[src/rtl/load_store_unit.sv]
// load_store_unit
// Data-memory access stage of the multicycle MIPS datapath. Accepts one
// load/store request, runs a single Avalon-MM transaction and returns the
// load lane right-aligned and zero-extended, with a size select for the
// downstream sign extender.
//
// Optional feature macro: UNALIGNED_LWLR_EN
//   defined   : ops 5 (LWL) and 6 (LWR) are valid word reads at any alignment
//   undefined : ops 5/6 are rejected with resp_error
//
// Ports
//   clk, reset              clock, asynchronous active-high reset
//   req_valid/req_ready     request handshake (ready only when idle)
//   req_write, req_op       store flag, access size / LWL / LWR
//   req_addr                byte address
//   req_wdata, req_rt_old   store data, current rt for LWL/LWR merge
//   resp_valid              one-cycle completion pulse
//   resp_rdata              aligned load data
//   resp_select             0 = byte, 1 = half/word (sign extender select)
//   resp_error              request rejected, qualified by resp_valid
//   avm_*                   Avalon-MM master
module load_store_unit #(
    parameter int unsigned ADDR_WIDTH = 32
) (
    input  logic                  clk,
    input  logic                  reset,
    input  logic                  req_valid,
    output logic                  req_ready,
    input  logic                  req_write,
    input  logic [2:0]            req_op,
    input  logic [ADDR_WIDTH-1:0] req_addr,
    input  logic [31:0]           req_wdata,
    input  logic [31:0]           req_rt_old,
    output logic                  resp_valid,
    output logic [31:0]           resp_rdata,
    output logic                  resp_select,
    output logic                  resp_error,
    output logic [ADDR_WIDTH-1:0] avm_address,
    output logic                  avm_read,
    output logic                  avm_write,
    output logic [3:0]            avm_byteenable,
    output logic [31:0]           avm_writedata,
    input  logic [31:0]           avm_readdata,
    input  logic                  avm_waitrequest
);

    localparam logic [2:0] OP_BYTE = 3'd0;
    localparam logic [2:0] OP_HALF = 3'd1;
    localparam logic [2:0] OP_WORD = 3'd2;
`ifdef UNALIGNED_LWLR_EN
    localparam logic [2:0] OP_LWL  = 3'd5;
    localparam logic [2:0] OP_LWR  = 3'd6;
`endif

    typedef enum logic [1:0] {
        ST_IDLE,
        ST_BUS,
        ST_DONE
    } state_t;

    state_t                  state_q;
    logic                    write_q;
    logic [2:0]              op_q;
    logic [1:0]              k_q;
`ifdef UNALIGNED_LWLR_EN
    logic [31:0]             rt_q;
`else
    logic                    unused_rt_c;
`endif
    logic                    resp_valid_q;
    logic [31:0]             resp_rdata_q;
    logic                    resp_select_q;
    logic                    resp_error_q;
    logic                    avm_read_q;
    logic                    avm_write_q;
    logic [ADDR_WIDTH-1:0]   avm_address_q;
    logic [3:0]              avm_byteenable_q;
    logic [31:0]             avm_writedata_q;

    logic                    req_err_c;
    logic [3:0]              be_c;
    logic [31:0]             wdata_c;
    logic [31:0]             load_data_c;
    logic                    load_select_c;

`ifndef UNALIGNED_LWLR_EN
    // rt is only consumed by the LWL/LWR merge
    assign unused_rt_c = ^req_rt_old;
`endif

    // Request decode: validity, lane enables and lane-replicated store data
    always_comb begin
        req_err_c = 1'b0;
        be_c      = 4'h0;
        wdata_c   = req_wdata;
        case (req_op)
            OP_BYTE: begin
                be_c    = 4'b0001 << req_addr[1:0];
                wdata_c = {4{req_wdata[7:0]}};
            end
            OP_HALF: begin
                be_c      = 4'b0011 << req_addr[1:0];
                wdata_c   = {2{req_wdata[15:0]}};
                req_err_c = req_addr[0];
            end
            OP_WORD: begin
                be_c      = 4'hF;
                req_err_c = |req_addr[1:0];
            end
`ifdef UNALIGNED_LWLR_EN
            OP_LWL, OP_LWR: begin
                be_c      = 4'hF;
                req_err_c = req_write;
            end
`endif
            default: req_err_c = 1'b1;
        endcase
    end

    // Load lane extraction / LWL-LWR merge from the bus word
    always_comb begin
        load_data_c   = avm_readdata;
        load_select_c = 1'b1;
        case (op_q)
            OP_BYTE: begin
                load_data_c   = 32'(avm_readdata[{k_q, 3'b000} +: 8]);
                load_select_c = 1'b0;
            end
            OP_HALF: load_data_c = 32'(avm_readdata[{k_q[1], 4'b0000} +: 16]);
`ifdef UNALIGNED_LWLR_EN
            // A 6-bit shift of 32 clears the rt mask when k = 3
            OP_LWL: load_data_c = (avm_readdata << {~k_q, 3'b000})
                                | (rt_q & (32'hFFFF_FFFF >> (6'({k_q, 3'b000}) + 6'd8)));
            OP_LWR: load_data_c = (avm_readdata >> {k_q, 3'b000})
                                | (rt_q & ~(32'hFFFF_FFFF >> {k_q, 3'b000}));
`endif
            default: load_data_c = avm_readdata;
        endcase
    end

    // Control FSM with registered response and bus outputs
    always_ff @(posedge clk or posedge reset) begin
        if (reset) begin
            state_q          <= ST_IDLE;
            write_q          <= 1'b0;
            op_q             <= 3'd0;
            k_q              <= 2'd0;
`ifdef UNALIGNED_LWLR_EN
            rt_q             <= 32'd0;
`endif
            resp_valid_q     <= 1'b0;
            resp_rdata_q     <= 32'd0;
            resp_select_q    <= 1'b0;
            resp_error_q     <= 1'b0;
            avm_read_q       <= 1'b0;
            avm_write_q      <= 1'b0;
            avm_address_q    <= '0;
            avm_byteenable_q <= 4'h0;
            avm_writedata_q  <= 32'd0;
        end else begin
            case (state_q)
                ST_IDLE: begin
                    if (req_valid) begin
                        write_q <= req_write;
                        op_q    <= req_op;
                        k_q     <= req_addr[1:0];
`ifdef UNALIGNED_LWLR_EN
                        rt_q    <= req_rt_old;
`endif
                        if (req_err_c) begin
                            // Rejected: straight to the response, bus untouched
                            state_q       <= ST_DONE;
                            resp_valid_q  <= 1'b1;
                            resp_error_q  <= 1'b1;
                            resp_rdata_q  <= 32'd0;
                            resp_select_q <= 1'b0;
                        end else begin
                            state_q          <= ST_BUS;
                            avm_read_q       <= ~req_write;
                            avm_write_q      <= req_write;
                            avm_address_q    <= {req_addr[ADDR_WIDTH-1:2], 2'b00};
                            avm_byteenable_q <= be_c;
                            avm_writedata_q  <= wdata_c;
                        end
                    end
                end
                ST_BUS: begin
                    if (!avm_waitrequest) begin
                        state_q       <= ST_DONE;
                        avm_read_q    <= 1'b0;
                        avm_write_q   <= 1'b0;
                        resp_valid_q  <= 1'b1;
                        resp_error_q  <= 1'b0;
                        resp_rdata_q  <= write_q ? 32'd0 : load_data_c;
                        resp_select_q <= write_q ? 1'b0 : load_select_c;
                    end
                end
                ST_DONE: begin
                    state_q      <= ST_IDLE;
                    resp_valid_q <= 1'b0;
                end
                default: state_q <= ST_IDLE;
            endcase
        end
    end

    assign req_ready      = ~reset & (state_q == ST_IDLE);
    assign resp_valid     = resp_valid_q;
    assign resp_rdata     = resp_rdata_q;
    assign resp_select    = resp_select_q;
    assign resp_error     = resp_error_q;
    assign avm_address    = avm_address_q;
    assign avm_read       = avm_read_q;
    assign avm_write      = avm_write_q;
    assign avm_byteenable = avm_byteenable_q;
    assign avm_writedata  = avm_writedata_q;

endmodule
[config.mk]
export PLATFORM = sky130hd
export DESIGN_NAME = load_store_unit
export DESIGN_NICKNAME = d
export VERILOG_FILES = /design/src/rtl/load_store_unit.sv
export SDC_FILE = /design/constraint.sdc
export NUM_CORES = 1
export LEC_CHECK = 0
export ABC_AREA = 1
export CAP_MARGIN = 25
export CORE_ASPECT_RATIO = 0.75
export CORE_MARGIN = 5
export CORE_UTILIZATION = 45
export DETAILED_ROUTE_END_ITERATION = 10
export PLACE_DENSITY = 0.91
export SYNTH_ARGS = -nofsm -noshare
export SYNTH_HDL_FRONTEND = slang
export SYNTH_SLANG_ARGS = --single-unit
[constraint.sdc]
create_clock -name clk -period 9.6 [get_ports clk]
set_clock_uncertainty 0.15 [all_clocks]
set_input_delay 0.96 -clock clk [delete_from_list [all_inputs] [get_ports clk]]
set_output_delay 0.96 -clock clk [all_outputs]
set_load 0.02 [all_outputs]
==> impl_metrics.json <==
{
  "vias_per_cell": 5.186,
  "relative_contribution_of_combinational_cells_to_total_power_pct": 47.8,
  "share_clk_of_total_power_pct": 18.4,
  "critPathKind": "in -> reg",
  "drt_pass1_iterations": 5,
  "startpoint_of_the_worst_slack_reg_to_reg_timing_path": "state_q[1]$_DFFE_PP0P_",
  "worstSetupEndpoint": "avm_writedata[30]$_DFFE_PP0P_",
  "syn_to_layout_area_delta_pct": 45.35,
  "grt_max_degree": 70,
  "drt-total-wl_mm": 16.94,
  "max-clock-path-buffers": 2,
  "period_share_pct": 42.88,
  "cts_tree": "done",
  "ports": 242,
  "synth_area_per_cell_um2": 7.547,
  "static_leak_nw": 3.930,
  "post-route-util_pct": 67.29,
  "design.core.area_mm2": 0.01166,
  "reg2reg_slack_ns": 7.07,
  "grt_use_total_pct": 23.25,
  "route.vias.total": 5497,
  "maxSlewViolCount": 0,
  "die_area_mm2": 0.01430,
  "intPower_w": 0.001293,
  "worstHoldPathType": "reg -> reg",
  "final.setup.tns_ns": 0,
  "worst_ir_drop_on_vdd_mv": 0.1406,
  "run_status": "complete, no violations",
  "met1_length_mm": 7.015,
  "cpPeakStageDelay_ns": 0.85,
  "netlist_instances": 715,
  "yosysWarningCount": 0,
  "timing_worst_slew_pin_value_ns": 1.007,
  "place.detailed.hpwl_mm": 11.79,
  "starting_density_pct": 46.30,
  "reg2reg_depth": 6,
  "switching_power_w": 0.0008806,
  "fin_crit_ns": 4.116,
  "total_chip_power_w": 0.002174,
  "power.share.switching_pct": 40.50,
  "mostFrequentLayoutCells": "sky130_fd_sc_hd__nand2_1, sky130_fd_sc_hd__clkdlybuf4s50_1, sky130_fd_sc_hd__dfrtp_1, sky130_fd_sc_hd__nand4_1, sky130_fd_sc_hd__nand3_1",
  "power_density_over_the_cells_mw_per_mm2": 277.2,
  "post_route_drc": 0,
  "fp.dieW_um": 136.5,
  "cts_setup_buffers": 0,
  "timing.rr.end": "avm_writedata[30]$_DFFE_PP0P_",
  "first_pass_grt_wire_length_mm": 26.73,
  "antenna-diode-count": 0,
  "top_layer": "met4",
  "cp.arrival_ns": 4.20,
  "critPathMaxFanout": 64,
  "port-buffer-count": 207,
  "cp-startpoint": "req_op[0]",
  "drive_gt1_share_pct": 3.675,
  "clkLatencyLatePin_ns": 0.34,
  "ant_nets": 0,
  "root_buffer": "sky130_fd_sc_hd__clkbuf_16",
  "yosysSeqAreaShare_pct": 51.47,
  "hold_viol_final": 0,
  "report.final.setup_viol": 0,
  "ys_seq_elements": 111,
  "worst_slew_margin_rel_pct": 32.78,
  "final_common_cell": "sky130_fd_sc_hd__nand2_1",
  "cts-resized-gates": 0,
  "power_frac_seq_pct": 33.8,
  "initial_antenna_violation_count": 0,
  "grt.overflow.total": 0,
  "max_freq_mhz": 242.9,
  "rsz0062_at_grt": "no",
  "die_span_in_y_um": 104.8,
  "number_of_sinks_on_the_clock_net": 111,
  "ys_types": 24,
  "path_cells": "clkdlybuf4s50_1 > inv_2 > nand3_1 > nor2_2 > nor2_4 > buf_4 > nand3_2 > buf_4 > nand2_1 > nand2_1",
  "rows": 34,
  "met3_wirelength_from_detailed_routing_mm": 1.579,
  "length_of_routed_met2_wiring_mm": 8.005,
  "drtIter0Drc": 389,
  "layout.nets": 1030,
  "cp_max_stage_cell": "sky130_fd_sc_hd__clkdlybuf4s50_1",
  "netlist_area_mm2": 0.005396,
  "cts-hold-fix-buffers": 0,
  "worstPathRequired_ns": 9.68,
  "grt_pass1_vias": 5203,
  "htreeDepth": 3,
  "cts_made_buffers": 9,
  "wl_per_cell_um": 15.98,
  "hold_start": "avm_writedata[25]$_DFFE_PP0P_",
  "start_kind": "input port",
  "critical_path_endpoint_category": "flop",
  "max-cap-violations": 0,
  "finalWeightedCongestion": 0.8358,
  "cts.clk_slew.worst_paths_ns": 0.07
}
final cells by class:
cell class / instances / area (um^2)
Multi-Input combinational cell: 528 / 2297
Tap cell: 162 / 202.7
Sequential cell: 111 / 2778
Clock inverter: 5 / 81.33
Inverter: 29 / 111.4
Timing Repair Buffer: 215 / 2135
Clock buffer: 10 / 239.0
Fill cell: 982 / 3812
worst min-delay path by stage:
| stage | end | cells past startpoint |
|---|---|---|
| final | avm_writedata[25]$_DFFE_PP0P_ | 2 |
| after global routing | resp_rdata[13]$_DFFE_PP0P_ | 2 |
| after CTS | resp_rdata[30]$_DFFE_PP0P_ | 2 |
| after detailed placement | avm_writedata[28]$_DFFE_PP0P_ | 2 |
| after global placement | avm_address[31]$_DFFE_PP0P_ | 2 |
| after floorplan | write_q$_DFFE_PP0P_ | 2 |
cell usage after synthesis, drive strengths merged:
cell type | count | area (um^2)
clkinv | 1 | 3.750
nor2 | 12 | 60.06
clkbuf | 29 | 108.9
conb | 1 | 3.750
inv | 28 | 105.1
nand3 | 60 | 305.3
nor3 | 1 | 5.000
dfrtp | 111 | 2778
o21ai | 23 | 115.1
nand2 | 356 | 1336
and2 | 1 | 6.260
nand4 | 65 | 406.6
o211ai | 2 | 15.01
o31ai | 1 | 7.510
buf | 19 | 115.1
a21oi | 5 | 25.02
per-layer routing:
layer  GRT usage, %  up-vias
met2          36.22      226
met4          6.115        0
met3          7.973       30
li1               -     2680
met1          31.17     2561
met5              0        -
critical path, delay by kind of cell:
family,cells,cell delay [ns]
buf+inv,4,2.09
simple gates,6,1.08
registers in the layout, indices dropped and copies added, names as in the netlist:
register / cells
resp_select: 1
avm_read: 1
avm_writedata: 32
avm_write: 1
state_q: 2
avm_address: 30
avm_byteenable: 4
op_q: 3
k_q: 2
resp_valid: 1
resp_error: 1
resp_rdata: 32
write_q: 1
power by group through the flow:
stage | sequential (W) | combinational [W] | clock (W)
after global placement | 0.000734 | 0.00102 | 0
after floorplan | 0.000923 | 0.000367 | 0
after detailed placement | 0.000739 | 0.00104 | 0
after CTS | 0.000735 | 0.00104 | 0.000407
after global routing | 0.000762 | 0.00113 | 0.000427
final | 0.000735 | 0.00104 | 0.000400
stage by stage:
step,hold slack (ns),worst slack (ns),instance area [um^2],std cells
floorplan,0.3030,5.559,5400,716
global placement,0.3030,5.126,7508,1044
detailed placement,0.3080,5.067,7508,1044
CTS,0.3248,5.450,7829,1059
global route,0.3345,5.272,7844,1060
finish,0.3216,5.484,7844,1060
kinds of logic after synthesis:
kind of cell           count (synthesis)  share of synthesized area (%)
flip-flops                           111                          51.47
AO/OA/AOI/OAI                         31                          3.014
buffers and inverters                 77                          6.167
other                                  1                        0.06949
AND/OR/NAND/NOR                      495                          39.28
Power figures use the tool's default switching activity.
